## src/rtl/da_filter_ctrl_pkg.sv

```systemverilog
// da_pkg: shared state type, default sample width and bit-index width helper
// for the DA FIR controller and its datapath register instances.
package da_pkg;
    localparam int DA_DATA_W = 20;
    typedef enum logic [1:0] {IDLE, SHIFT, DONE} da_ctrl_state_t;
    // A 1-bit sample still needs a 1-bit index.
    function automatic int cnt_w(input int n);
        return n > 1 ? $clog2(n) : 1;
    endfunction
endpackage

```

## src/rtl/da_filter_ctrl_if.sv

```systemverilog
// da_filter_ctrl_if: sample/result handshakes plus datapath controls of the DA FIR sequencer.
interface da_filter_ctrl_if #(parameter int DATA_W = da_pkg::DA_DATA_W);
    localparam int CNT_W = da_pkg::cnt_w(DATA_W);
    logic in_valid;
    logic in_ready;
    logic out_valid;
    logic out_ready;
    logic tap_we;
    logic sr_en;
    logic acc_clr;
    logic acc_en;
    logic acc_sub;
    logic [CNT_W-1:0] bit_idx;
    logic busy;
    modport master (
        input in_valid, out_ready,
        output in_ready, out_valid, tap_we, sr_en, acc_clr, acc_en, acc_sub, bit_idx, busy
    );
    modport slave (
        output in_valid, out_ready,
        input in_ready, out_valid, tap_we, sr_en, acc_clr, acc_en, acc_sub, bit_idx, busy
    );
endinterface

```

## src/rtl/da_filter_ctrl_bit_cnt.sv

```systemverilog
// da_bit_cnt: modulo-DATA_W bit index counter with terminal-count flag.
module da_bit_cnt #(
    parameter int DATA_W = da_pkg::DA_DATA_W,
    localparam int CNT_W = da_pkg::cnt_w(DATA_W)
) (
    input  logic             clk,
    input  logic             rst,
    input  logic             clr,
    input  logic             en,
    output logic [CNT_W-1:0] cnt,
    output logic             last
);
    assign last = cnt == CNT_W'(DATA_W - 1);
    always_ff @(posedge clk)
        cnt <= (rst || clr || (en && last)) ? '0 : en ? cnt + 1'b1 : cnt;
endmodule

```

## src/rtl/da_filter_ctrl.sv

```systemverilog
// da_filter_ctrl: IDLE/SHIFT/DONE sequencer for the bit-serial DA FIR datapath.
// Define DA_CTRL_OVERLAP_EN to accept the next sample in the result handshake cycle.
module da_filter_ctrl import da_pkg::*; #(
    parameter int DATA_W = DA_DATA_W
) (
    input logic clk,
    input logic rst,
    da_filter_ctrl_if.master bus
);
    localparam int CNT_W = cnt_w(DATA_W);
    da_ctrl_state_t state;
    logic [CNT_W-1:0] cnt;
    logic last;
    logic ready;
    logic accept;
    logic shifting;
    da_bit_cnt #(.DATA_W(DATA_W)) u_cnt (
        .clk (clk),
        .rst (rst),
        .clr (accept),
        .en  (shifting),
        .cnt (cnt),
        .last(last)
    );
`ifdef DA_CTRL_OVERLAP_EN
    assign ready = !rst && (state == IDLE || (state == DONE && bus.out_ready));
`else
    assign ready = !rst && state == IDLE;
`endif
    assign accept        = ready && bus.in_valid;
    assign shifting      = !rst && state == SHIFT;
    assign bus.in_ready  = ready;
    assign bus.tap_we    = accept;
    assign bus.acc_clr   = accept;
    assign bus.sr_en     = shifting;
    assign bus.acc_en    = shifting;
    assign bus.acc_sub   = shifting && last;
    assign bus.bit_idx   = rst ? '0 : cnt;
    assign bus.out_valid = !rst && state == DONE;
    assign bus.busy      = !rst && state != IDLE;
    // Reset anywhere drops the in-flight result without a valid pulse.
    always_ff @(posedge clk)
        if (rst)
            state <= IDLE;
        else
            case (state)
                IDLE:    state <= accept ? SHIFT : IDLE;
                SHIFT:   state <= last ? DONE : SHIFT;
                DONE:    state <= !bus.out_ready ? DONE : accept ? SHIFT : IDLE;
                default: state <= IDLE;
            endcase
endmodule

```

## src/flat_wrapper.sv

```systemverilog
// flat-port wrapper written by rule: the top's interface ports become plain ports
module da_filter_ctrl_flat import da_pkg::*;
#(
    parameter int DATA_W = DA_DATA_W
)
  (clk, rst, bus_in_valid, bus_out_ready, bus_in_ready, bus_out_valid, bus_tap_we, bus_sr_en, bus_acc_clr, bus_acc_en, bus_acc_sub, bus_bit_idx, bus_busy);
  da_filter_ctrl_if #(.DATA_W(DATA_W)) bus_i ();
  input logic clk;
  input logic rst;
  input wire logic [$bits(bus_i.in_valid)-1:0] bus_in_valid;
  input wire logic [$bits(bus_i.out_ready)-1:0] bus_out_ready;
  output wire logic [$bits(bus_i.in_ready)-1:0] bus_in_ready;
  output wire logic [$bits(bus_i.out_valid)-1:0] bus_out_valid;
  output wire logic [$bits(bus_i.tap_we)-1:0] bus_tap_we;
  output wire logic [$bits(bus_i.sr_en)-1:0] bus_sr_en;
  output wire logic [$bits(bus_i.acc_clr)-1:0] bus_acc_clr;
  output wire logic [$bits(bus_i.acc_en)-1:0] bus_acc_en;
  output wire logic [$bits(bus_i.acc_sub)-1:0] bus_acc_sub;
  output wire logic [$bits(bus_i.bit_idx)-1:0] bus_bit_idx;
  output wire logic [$bits(bus_i.busy)-1:0] bus_busy;
  assign bus_i.in_valid = bus_in_valid;
  assign bus_i.out_ready = bus_out_ready;
  assign bus_in_ready = bus_i.in_ready;
  assign bus_out_valid = bus_i.out_valid;
  assign bus_tap_we = bus_i.tap_we;
  assign bus_sr_en = bus_i.sr_en;
  assign bus_acc_clr = bus_i.acc_clr;
  assign bus_acc_en = bus_i.acc_en;
  assign bus_acc_sub = bus_i.acc_sub;
  assign bus_bit_idx = bus_i.bit_idx;
  assign bus_busy = bus_i.busy;
  da_filter_ctrl #(.DATA_W(DATA_W)) u_core (.clk(clk), .rst(rst), .bus(bus_i));
endmodule
```

## config.mk

```make
export PLATFORM = sky130hd
export DESIGN_NAME = da_filter_ctrl_flat
export DESIGN_NICKNAME = d
export VERILOG_FILES = /design/src/rtl/da_filter_ctrl_pkg.sv /design/src/rtl/da_filter_ctrl_if.sv /design/src/rtl/da_filter_ctrl_bit_cnt.sv /design/src/rtl/da_filter_ctrl.sv /design/src/flat_wrapper.sv
export SDC_FILE = /design/constraint.sdc
export NUM_CORES = 1
export LEC_CHECK = 0
export ABC_AREA = 1
export CORE_MARGIN = 2
export CORE_UTILIZATION = 35
export CTS_CLUSTER_SIZE = 20
export DETAILED_ROUTE_END_ITERATION = 6
export GPL_ROUTABILITY_DRIVEN = 0
export PLACE_DENSITY = 0.66
export SLEW_MARGIN = 20
export SYNTH_ARGS = -nofsm -noshare
export SYNTH_HDL_FRONTEND = slang
export SYNTH_SLANG_ARGS = --single-unit
export TNS_END_PERCENT = 20
```

## constraint.sdc

```tcl
create_clock -name clk -period 2.53 [get_ports clk]
set_input_delay 0.253 -clock clk [delete_from_list [all_inputs] [get_ports clk]]
set_output_delay 0.253 -clock clk [all_outputs]
set_load 0.02 [all_outputs]
```

# Yosys cells after proc, flatten, opt, wreduce, memory -nomap -nowiden
# Index checks and enable logic that the tools add are counted.
# totals
reg_bits	7
elab_cells	22
output_inout_bits	13
# op_classes
eq_ne	3
reduce_logical	11
mux	5
addsub	1
# ops
cell	n
1-bit logical AND	6
2-bit one-hot mux with 3 select lines	1
5-bit by 1-bit adder with 5-bit output (second input constant)	1
5-bit == test (second input constant)	1
5-bit two-way mux	1
2-bit two-way mux	2
2-bit by 1-bit == test with 1-bit output (second input constant)	1
2-bit == test (second input constant)	1
2-bit zero test	1
1-bit logical OR	2
2-bit nonzero test	1
1-bit zero test	1
1-bit two-way mux	1

# Logic depth before layout (Yosys ltp)
# logic_depth
word_depth	6
depth_mapped	8
ltp_nobuf	7

# Cells and area by module
# Synthesis repeated with hierarchy kept, for this count alone.
# unflattened
hier_cells	64
hier_area_um2	441.7
# by_module_without_submodules
mod	cells_each	area_each_um2	n_inst
da_bit_cnt	32	241.5	1
da_filter_ctrl	32	200.2	1

# Least setup slack after synthesis
# No wires, ideal clock.
# synth_path
path_type	input port to output port
from	input port rst
to	output port bus_tap_we
setup_slack_ps	1060
required_ps	2277
path_stages	5
t_arrival_ps	1217
cell_sequence	buf_6 nor3_2 nand2_1 inv_1 buf_4
# synth_between
elab_chain_cells	3
# synth_rtl
element	line	rtl
from (decl)	flat_wrapper.sv:9	input logic rst;
1-bit zero test	da_filter_ctrl.sv:28	assign ready = !rst && state == IDLE;
1-bit logical AND	da_filter_ctrl.sv:28	
via bus_in_ready	flat_wrapper.sv:12	output wire logic [$bits(bus_i.in_ready)-1:0] bus_in_ready;
1-bit logical AND	da_filter_ctrl.sv:30	assign accept = ready && bus.in_valid;
to (decl)	flat_wrapper.sv:14	output wire logic [$bits(bus_i.tap_we)-1:0] bus_tap_we;
# The timed path passes the listed nets, and every way through them passes these cells.

# Final worst setup path
# layout_path
from	input port rst
to	output port bus_acc_sub
# layout_between
elab_chain_cells	3
# layout_rtl
element	line	rtl
1-bit zero test	da_filter_ctrl.sv:31	assign shifting = !rst && state == SHIFT;
1-bit logical AND	da_filter_ctrl.sv:31	
1-bit logical AND	da_filter_ctrl.sv:37	assign bus.acc_sub = shifting && last;
to (decl)	flat_wrapper.sv:18	output wire logic [$bits(bus_i.acc_sub)-1:0] bus_acc_sub;
# No other way between the ends.

==> impl_table.tex <==
\begin{tabular}{lr}
\hline
Metric & Value \\
\hline
\multicolumn{2}{l}{\textbf{Clock network}} \\
Root buffer cell & sky130\_fd\_sc\_hd\_\_clkbuf\_4 \\
H-Tree Level Count & 1 \\
Clock tree from TritonCTS & yes \\
Buffers from clock root to sink, at most & 2 \\
Sink count of the clock tree & 7 \\
Resize count post-CTS & 0 \\
CTS clock-pin slew for the worst setup and hold paths & 50 ps \\
Number of buffers inserted by post-CTS setup repair & 0 \\
TritonCTS Buffers & 3 \\
Hold Buf Count CTS & 0 \\
Later-pin clock latency in the skew report & 250 ps \\
\multicolumn{2}{l}{\textbf{STA}} \\
Share of the cycle needed by the critical path after routing & 83.4\% \\
Measured slew at the worst slew-check pin & 315 ps \\
Unrepaired setup endpoints after global routing & no \\
Final max-slew violation count & 0 \\
Tmin final & 2110 ps \\
Final-report setup violation count & 0 \\
Final Hold Fails & 0 \\
Minimum setup slack in the final design & 421 ps \\
Max-Slew Margin vs Limit & 79.0\% \\
Timing-limited maximum frequency & 0.474 GHz \\
Setup TNS after final layout & 0 ps \\
Worst Clk Skew & 1.46 ps \\
\multicolumn{2}{l}{\textbf{Floorplanning}} \\
Core Box Area & 0.00127 sq mm \\
Effective utilization at floorplan & 36.2\% \\
Area enclosed by the die boundary & 0.00162 sq mm \\
Row count & 13 \\
Chip height & 40.2 um \\
Die X & 40.2 um \\
Top Ports & 17 \\
\multicolumn{2}{l}{\textbf{Synthesis}} \\
Post-Synthesis Mean Instance Area & 6.38 sq um \\
Main area contributors after synthesis & sky130\_fd\_sc\_hd\_\_dfxtp\_1 (31\%), sky130\_fd\_sc\_hd\_\_nand2\_1 (16\%), sky130\_fd\_sc\_hd\_\_inv\_1 (8.2\%), sky130\_fd\_sc\_hd\_\_nor2\_1 (7.4\%), sky130\_fd\_sc\_hd\_\_a21oi\_1 (6.5\%) \\
Area share of the largest cell type after synthesis & 30.5\% \\
Cells after Synth & 72 \\
YS warnings & 0 \\
Area leader, netlist & sky130\_fd\_sc\_hd\_\_dfxtp\_1 \\
Nets in the synthesized netlist & 77 \\
Number of synthesized register bits & 7 \\
Post-synth cell types & 19 \\
Part of the Yosys area used for sequential elements & 30.5\% \\
Netlist area before placement & 459 sq um \\
\multicolumn{2}{l}{\textbf{GRT}} \\
Pin count of the biggest net entering global routing & 8 \\
Vias in the first global route & 411 \\
Overall routing resource usage & 15.5\% \\
Total gr overflow & 0 \\
Wire length of the first global-routing pass & 1.65 mm \\
Number of antenna violations at the first check in global routing & 0 \\
\multicolumn{2}{l}{\textbf{Worst setup path}} \\
Worst Setup EP & bus\_acc\_sub \\
Required time of the critical path & 2280 ps \\
Kind of end point of the critical path & primary output \\
Crit start category & input port \\
Worst reg-to-reg setup slack & 1340 ps \\
Maximum net fanout on the critical path & 7 \\
Worst Setup SP & rst \\
Endpoint arrival time on the critical path & 1860 ps \\
Start of the worst register-to-register path & u\_core.u\_cnt.cnt[0] \\
Category of the most critical setup path & input port to primary output \\
Worst reg-to-reg path cell count & 6 \\
Destination of the worst register-to-register timing path & u\_core.u\_cnt.cnt[4] \\
\multicolumn{2}{l}{\textbf{Power and ir drop}} \\
Overall power of the completed layout & 0.259 mW \\
Total power per unit cell area & 405 mW/mm\^{}2 \\
LEAKAGE & 0.267 nW \\
Worst voltage drop across the vdd grid & 249 uV \\
\multicolumn{2}{l}{\textbf{Detailed routing}} \\
Routed wirelength normalized by instance count & 9.33 um \\
Antenna Violating Nets Remaining & 0 \\
Vias & 468 \\
First-pass detailed-route iteration total & 4 \\
DR iter-0 viols & 4 \\
Post-route DRC violation count & 0 \\
Via density per instance & 4.50 \\
Total wire length after detailed routing & 970 um \\
\multicolumn{2}{l}{\textbf{Outcome}} \\
Outcome & finished, final reports clean \\
\multicolumn{2}{l}{\textbf{Finish}} \\
Number of standard cells in the final layout excluding fillers & 104 \\
Net count, final & 95 \\
Area growth from synthesis to layout & 39.5\% \\
Post-Layout Inst Area & 641 sq um \\
Antenna cells & 0 \\
Fraction of final layout cells with drive strength greater than 1 & 15.7\% \\
\multicolumn{2}{l}{\textbf{Placed design}} \\
Total placed instance area & 614 sq um \\
Buffers on Ports & 16 \\
Dpl ws & 416 ps \\
Placed insts & 100 \\
Half-perimeter wire length after placement & 771 um \\
\multicolumn{2}{l}{\textbf{Worst hold path}} \\
Type of the worst min-delay path & flip-flop to flip-flop \\
\multicolumn{2}{l}{\textbf{Flow run}} \\
Number of max-capacitance violations reported & 0 \\
\hline
\end{tabular}
per-stage QoR:
step,hold WS [ps],utilization (%)
finish,514,50.5
global route,546,50.5
CTS,515,50.5
detailed placement,507,48.4
global placement,509,48.4
floorplan,355,-
worst min-delay path by stage:
| stage | from | to | slack [ps] | cells past startpoint |
|---|---|---|---|---|
| after CTS | u_core.u_cnt.cnt[0] | u_core.u_cnt.cnt[0] | 520 | 2 |
| after global placement | u_core.u_cnt.cnt[4] | u_core.u_cnt.cnt[4] | 510 | 2 |
| final | u_core.u_cnt.cnt[0] | u_core.u_cnt.cnt[0] | 510 | 2 |
| after detailed placement | u_core.u_cnt.cnt[0] | u_core.u_cnt.cnt[0] | 510 | 2 |
| after global routing | u_core.u_cnt.cnt[0] | u_core.u_cnt.cnt[0] | 550 | 2 |
| after floorplan | bus_out_ready | u_core.state[1] | 360 | 1 |
area by class of cell:
class	count	area, sq um
clock buffers	4	26.3
fillers	136	628
inverters	14	52.6
multi-input cells	47	235
flip-flops and latches	7	140
well taps	15	18.8
repair buffers	17	168
sequential cells by signal, indices dropped and copies added, names as in the netlist:
name / count
u_core.state: 2
u_core.u_cnt.cnt: 5
cell usage after synthesis:
| library cell | number |
|---|---|
| sky130_fd_sc_hd__nor3_1 | 1 |
| sky130_fd_sc_hd__nor2_2 | 1 |
| sky130_fd_sc_hd__nand3_1 | 3 |
| sky130_fd_sc_hd__xor2_1 | 1 |
| sky130_fd_sc_hd__buf_6 | 1 |
| sky130_fd_sc_hd__a21oi_1 | 6 |
| sky130_fd_sc_hd__o22ai_2 | 1 |
| sky130_fd_sc_hd__nor2_4 | 1 |
| sky130_fd_sc_hd__nand2_1 | 19 |
| sky130_fd_sc_hd__nand4_1 | 1 |
| sky130_fd_sc_hd__ha_1 | 1 |
| sky130_fd_sc_hd__buf_2 | 1 |
| sky130_fd_sc_hd__nand2_2 | 2 |
| sky130_fd_sc_hd__inv_2 | 4 |
| sky130_fd_sc_hd__buf_4 | 2 |
| sky130_fd_sc_hd__nor3_2 | 1 |
| sky130_fd_sc_hd__nor2_1 | 9 |
| sky130_fd_sc_hd__dfxtp_1 | 7 |
| sky130_fd_sc_hd__inv_1 | 10 |
worst max-delay path, stage by stage:
cell and delay, ps:
sky130_fd_sc_hd__clkdlybuf4s50_1 560, sky130_fd_sc_hd__nor2_4 250, sky130_fd_sc_hd__inv_2 90, sky130_fd_sc_hd__nor2_1 90
sky130_fd_sc_hd__clkdlybuf4s50_1 600
where the power goes:
group | internal, mW | switching, mW
Clock | 0.0603 | 0.0424
Sequential | 0.112 | 0.00217
Combinational | 0.0191 | 0.0232
metal layers:
layer,share of wire (%),global-route usage [%]
met1,45,19.1
met2,43,22.6
met3,6.7,3.89
met4,4.7,12.5
met5,0,0
logic make-up (layout without fill, tap and decap cells):
logic type | count (synthesis) | after routing | synth area share (%)
AOI/OAI and AO/OA | 7 | 7 | 9.26
xor gates and xnor gates | 1 | 1 | 1.91
adders and majority gates | 1 | 1 | 2.72
buffers and inverters | 18 | 35 | 18.3
DFF | 7 | 7 | 30.5
and+or+nand+nor | 38 | 38 | 37.3
cells in the final DEF (no fill, tap or decap), drive strengths merged:
| master | synthesis | layout |
|---|---|---|
| nand2 | 21 | 21 |
| clkdlybuf4s50 | 0 | 16 |
| inv | 14 | 14 |
| nor2 | 11 | 11 |
| dfxtp | 7 | 7 |
| a21oi | 6 | 6 |
| clkbuf | 0 | 4 |
| nand3 | 3 | 3 |
| nor3 | 2 | 2 |
| nand4 | 1 | 1 |
| o22ai | 1 | 1 |
| xor2 | 1 | 1 |
| ha | 1 | 1 |
| buf | 4 | 1 |
(Power assumes the default switching activity.)
